===== src/rtl/cfu_ctrl_pkg.sv =====
// Shared types for the CFU command sequencer: opcodes, control subops and FSM states.
package cfu_ctrl_pkg;

    typedef enum logic [2:0] {
        OP_CTRL       = 3'd0,
        OP_MAC4       = 3'd1,
        OP_SET_OFFSET = 3'd2
    } op_e;

    localparam logic [6:0] SUBOP_CLEAR    = 7'd0;
    localparam logic [6:0] SUBOP_READ_ACC = 7'd1;
    localparam logic [6:0] SUBOP_READ_ERR = 7'd2;

    typedef enum logic [1:0] {
        ST_IDLE = 2'd0,
        ST_EXEC = 2'd1,
        ST_RESP = 2'd2
    } state_e;

endpackage


===== src/rtl/cfu_decode.sv =====
// Splits the CFU function_id into the 3-bit op and the 7-bit subop.
module cfu_decode (
    input  logic [9:0] function_id,
    output logic [2:0] op,
    output logic [6:0] subop
);

    assign op    = function_id[2:0];
    assign subop = function_id[9:3];

endmodule


===== src/rtl/cfu_cmd_sequencer.sv =====
// CFU command sequencer: one response per command, multi-cycle int8 MAC over LANES lanes,
// sticky error flag for unknown ops. All outputs are registered.
module cfu_cmd_sequencer
    import cfu_ctrl_pkg::*;
#(
    parameter int LANES    = 4,
    parameter int OFFSET_W = 9
) (
    input  logic        clk,
    input  logic        reset,
    input  logic        cmd_valid,
    output logic        cmd_ready,
    input  logic [9:0]  cmd_payload_function_id,
    input  logic [31:0] cmd_payload_inputs_0,
    input  logic [31:0] cmd_payload_inputs_1,
    output logic        rsp_valid,
    input  logic        rsp_ready,
    output logic [31:0] rsp_payload_outputs_0,
    output logic [1:0]  dbg_state
);

    // Handshake: a command transfers on a rising edge with cmd_valid && cmd_ready, a response
    // on rsp_valid && rsp_ready. Neither ready nor valid depends combinationally on the other side.

    localparam int CNT_W  = (LANES > 1) ? $clog2(LANES) : 1;
    localparam int SUM_W  = ((OFFSET_W > 8) ? OFFSET_W : 8) + 1;
    localparam int PROD_W = SUM_W + 8;
    localparam logic [CNT_W-1:0] LAST_LANE = CNT_W'(LANES - 1);

    state_e                       state;
    logic [CNT_W-1:0]             lane_cnt;
    logic [31:0]                  in0_q;
    logic [31:0]                  in1_q;
    logic [31:0]                  acc_q;
    logic signed [OFFSET_W-1:0]   offset_q;
    logic                         err_q;

    logic [2:0]                   dec_op;
    logic [6:0]                   dec_subop;

    logic signed [7:0]            lane_a;
    logic signed [7:0]            lane_w;
    logic signed [SUM_W-1:0]      lane_sum;
    logic signed [PROD_W-1:0]     lane_prod;
    logic [31:0]                  acc_next;

    cfu_decode u_decode (
        .function_id (cmd_payload_function_id),
        .op          (dec_op),
        .subop       (dec_subop)
    );

    assign dbg_state = state;

    // Current lane term, taken from the operands latched at accept time.
    always_comb begin
        lane_a    = in0_q[{lane_cnt, 3'b000} +: 8];
        lane_w    = in1_q[{lane_cnt, 3'b000} +: 8];
        lane_sum  = SUM_W'(lane_a) + SUM_W'(offset_q);
        lane_prod = PROD_W'(lane_sum) * PROD_W'(lane_w);
        acc_next  = acc_q + 32'(lane_prod);
    end

    always_ff @(posedge clk) begin
        if (reset) begin
            state                 <= ST_IDLE;
            lane_cnt              <= '0;
            in0_q                 <= '0;
            in1_q                 <= '0;
            acc_q                 <= '0;
            offset_q              <= '0;
            err_q                 <= 1'b0;
            cmd_ready             <= 1'b1;
            rsp_valid             <= 1'b0;
            rsp_payload_outputs_0 <= '0;
        end else begin
            case (state)
                ST_IDLE: begin
                    if (cmd_valid) begin
                        in0_q     <= cmd_payload_inputs_0;
                        in1_q     <= cmd_payload_inputs_1;
                        cmd_ready <= 1'b0;
                        if (dec_op == OP_MAC4) begin
                            lane_cnt <= '0;
                            state    <= ST_EXEC;
                        end else begin
                            state     <= ST_RESP;
                            rsp_valid <= 1'b1;
                            rsp_payload_outputs_0 <= '0;
                            if (dec_op == OP_CTRL) begin
                                case (dec_subop)
                                    SUBOP_CLEAR: begin
                                        acc_q <= '0;
                                        err_q <= 1'b0;
                                    end
                                    SUBOP_READ_ACC: rsp_payload_outputs_0 <= acc_q;
                                    SUBOP_READ_ERR: rsp_payload_outputs_0 <= {31'b0, err_q};
                                    default:        err_q <= 1'b1;
                                endcase
                            end else if (dec_op == OP_SET_OFFSET) begin
                                offset_q <= cmd_payload_inputs_0[OFFSET_W-1:0];
                            end else begin
                                err_q <= 1'b1;
                            end
                        end
                    end
                end
                ST_EXEC: begin
                    acc_q    <= acc_next;
                    lane_cnt <= lane_cnt + 1'b1;
                    if (lane_cnt == LAST_LANE) begin
                        state                 <= ST_RESP;
                        rsp_valid             <= 1'b1;
                        rsp_payload_outputs_0 <= acc_next;
                    end
                end
                ST_RESP: begin
                    if (rsp_ready) begin
                        state     <= ST_IDLE;
                        rsp_valid <= 1'b0;
                        cmd_ready <= 1'b1;
                    end
                end
                default: begin
                    state     <= ST_IDLE;
                    rsp_valid <= 1'b0;
                    cmd_ready <= 1'b1;
                end
            endcase
        end
    end

endmodule


===== config.mk =====
export PLATFORM = sky130hd
export DESIGN_NAME = cfu_cmd_sequencer
export DESIGN_NICKNAME = d
export VERILOG_FILES = /design/src/rtl/cfu_ctrl_pkg.sv /design/src/rtl/cfu_decode.sv /design/src/rtl/cfu_cmd_sequencer.sv
export SDC_FILE = /design/constraint.sdc
export NUM_CORES = 1
export LEC_CHECK = 0
export ABC_AREA = 1
export CORE_AREA = 3 3 141 143
export DETAILED_ROUTE_END_ITERATION = 10
export DIE_AREA = 0 0 144 146
export PLACE_DENSITY = 0.81
export SLEW_MARGIN = 20
export SYNTH_ARGS = -nofsm -noshare
export SYNTH_HDL_FRONTEND = slang
export SYNTH_SLANG_ARGS = --single-unit

===== constraint.sdc =====
create_clock -name clk -period 10.56 [get_ports clk]
set_input_delay 2.112 -clock clk [delete_from_list [all_inputs] [get_ports clk]]
set_output_delay 2.112 -clock clk [all_outputs]
set_load 0.02 [all_outputs]

==> impl_metrics.json <==
{
  "powerDensity_mw_per_mm2": 344,
  "cp-startpoint": "lane_cnt[0]",
  "postCtsSetupBuffers": 0,
  "critPathCapture": "rsp_payload_outputs_0[28]",
  "cp_max_fo": 35,
  "synth_top_area_share": 0.266,
  "drive_gt1_frac": 0.0497,
  "die-height_um": 146,
  "p_sw_w": 0.00229,
  "die_width_um": 144,
  "vias_per_cell": 5.44,
  "relSlewSlack": 0.271,
  "gp_congestion": 0.960,
  "hold_viol_final": 0,
  "path_class": "reg2reg",
  "drv_slew": 0,
  "synth-seq-cells": 144,
  "skew_ns": 0.0100,
  "synth-edff-count": 0,
  "max_slew.worst_pin.slew_ns": 1.09,
  "r2r_cells": 42,
  "ff_latch_area_mm2": 0.00288,
  "cts_resized": 0,
  "seq_power_share": 0.181,
  "rr_startpoint": "lane_cnt[0]",
  "gr-total-overflow": 0,
  "synthesis.yosys.warnings": 0,
  "first_iter_violations": 473,
  "p_clk_frac": 0.132,
  "netlist-cell-type-count": 47,
  "clk_latency_ns": 0.43,
  "status": "finished, final reports clean",
  "r2r_end": "rsp_payload_outputs_0[28]",
  "firstDrtPassIters": 5,
  "vias": 10100,
  "die-area_mm2": 0.0210,
  "coreArea_mm2": 0.0187,
  "fillers": 1638,
  "hold_class": "reg2reg",
  "nets": 1841,
  "combPwrFrac": 0.686,
  "root_buffer": "clkbuf_16",
  "vdd_drop_max_mv": 0.170,
  "row_count": 50,
  "synthFlopType": "dfxtp_1",
  "syn_nets": 1757,
  "hold_buffers": 0,
  "holdCritStartpoint": "in1_q[8]",
  "numCtsBuffers": 17,
  "postRouteAntennaNets": 0,
  "wl_per_cell_um": 14.7,
  "grt_pass1_vias": 9944,
  "start_util": 0.579,
  "sw_frac_of_total": 0.527,
  "slowest_delay_ns": 0.55,
  "netlist.top_cell.by_area": "dfxtp_1",
  "syn_avg_cell_area_um2": 7.06,
  "antenna_found_initial": 0,
  "cap_violations": 0,
  "routed_wl_um": 27500,
  "fin_util": 0.675,
  "dp_slack_ns": 1.36,
  "async_flop_share": 0,
  "numPortBuffers": 113,
  "finalCriticalPeriod_ns": 9.25,
  "crit_path_end_kind": "register",
  "drc": 0,
  "p_int_w": 0.00206,
  "clock-sinks": 144,
  "syn_inst": 1534,
  "path_clk_slew_ns": 0.06,
  "area.growth.synth_to_final_pct": 16.6,
  "netlist_area_mm2": 0.0108,
  "yosys-top-cells-count": "nor2_1 (266), inv_1 (220), nand2_1 (217)",
  "synth.area.top_cells": "dfxtp_1 (27%), fa_1 (11%), ha_1 (9.9%)",
  "worst_slack_ns": 1.31,
  "required_ns": 10.91,
  "crit_path_start_kind": "register",
  "critical_path_arrival_ns": 9.60,
  "setup_violations": 0,
  "diodes": 0,
  "cpMaxStageDelayCell": "fa_1",
  "dp_hpwl_um": 20900,
  "fmax_mhz": 108,
  "cts_tree": "built",
  "clk_path_buf_depth": 2,
  "ios": 114,
  "synth_most_common_cell": "nor2_1",
  "finalPower_w": 0.00435,
  "seq_area_frac_synth": 0.266,
  "rsz0062_at_grt": "false",
  "fin_setup_tns_ns": 0,
  "grt_max_degree": 68,
  "grt_usage": 0.265,
  "p_leak_nw": 5.90,
  "htree_levels": 4,
  "whs_ns": 0.460,
  "reg2reg_slack_ns": 1.31,
  "multi_input_area_mm2": 0.00686,
  "period_share": 0.876,
  "grt_pass1_wl_um": 45900
}
-- registers in the layout, summed over array words and instances (netlist names) --
register,flops
err_q,1
lane_cnt,2
acc_q,32
rsp_valid,1
offset_q,9
cmd_ready,1
in0_q,32
in1_q,32
rsp_payload_outputs_0,32
dbg_state,2
-- power by group through the flow --
stage | Combinational [W] | Clock [W] | Sequential (W)
floorplan | 0.00222 | 0 | 0.000824
finish | 0.00298 | 0.000575 | 0.000788
global route | 0.00341 | 0.000604 | 0.000805
CTS | 0.00298 | 0.000577 | 0.000787
global placement | 0.00289 | 0 | 0.000793
detailed placement | 0.00296 | 0 | 0.000796
-- metal layers --
metal  track usage  routed length [µm]  up-vias
li1              -                   -     5115
met1         0.329               11700     4666
met3        0.0424                1440       51
met2         0.458               13500      309
met5             0                   0        -
met4        0.0984                 886        0
-- through the flow --
step	area (µm²)	std cells
detailed placement	12100	1833
global placement	12100	1833
finish	12600	1865
floorplan	10800	1534
CTS	12600	1865
global route	12600	1865
-- worst min-delay path by stage --
stage | slack, ns | to | cells past startpoint
global route | 0.49 | in1_q[8] | 2
CTS | 0.46 | in1_q[16] | 2
floorplan | 0.42 | err_q | 2
detailed placement | 0.44 | err_q | 2
global placement | 0.44 | in1_q[18] | 2
finish | 0.46 | in1_q[8] | 2
-- critical path: cells and delay by family, from the launching register on --
family | cells | cell delay [ns]
xor+xnor | 2 | 0.68
compound gates | 16 | 2.48
fa+ha+maj | 8 | 3.27
simple gates | 9 | 1.29
buf+inv | 7 | 0.95
flops | 1 | 0.50
-- cell families after synthesis --
group | Yosys count | synth area share
adders and majority gates | 145 | 0.208
buffers and inverters | 282 | 0.101
DFF | 144 | 0.266
and+or+nand+nor | 556 | 0.210
AOI/OAI and AO/OA | 372 | 0.186
xor gates and xnor gates | 35 | 0.0283
-- cell usage in the layout (no fill, tap or decap), types with 9 or more instances in the layout --
master,n
a21oi_1,127
a31oi_1,32
clkbuf_16,17
clkdlybuf4s50_1,113
dfxtp_1,144
fa_1,59
ha_1,86
inv_1,220
nand2_1,217
nand3_1,34
nor2_1,264
o21ai_0,165
o21ai_1,9
xnor2_1,13
xor2_1,22
-- area by class of cell --
cell class / count / share of cell area
Multi-Input combinational cell: 1108 / 0.543
Sequential cell: 144 / 0.228
Inverter: 227 / 0.0676
Timing Repair Buffer: 120 / 0.0937
Clock buffer: 19 / 0.0359
Tap cell: 234 / 0.0232
Clock inverter: 13 / 0.00812
Note: power is estimated with default switching activity, not from simulation.
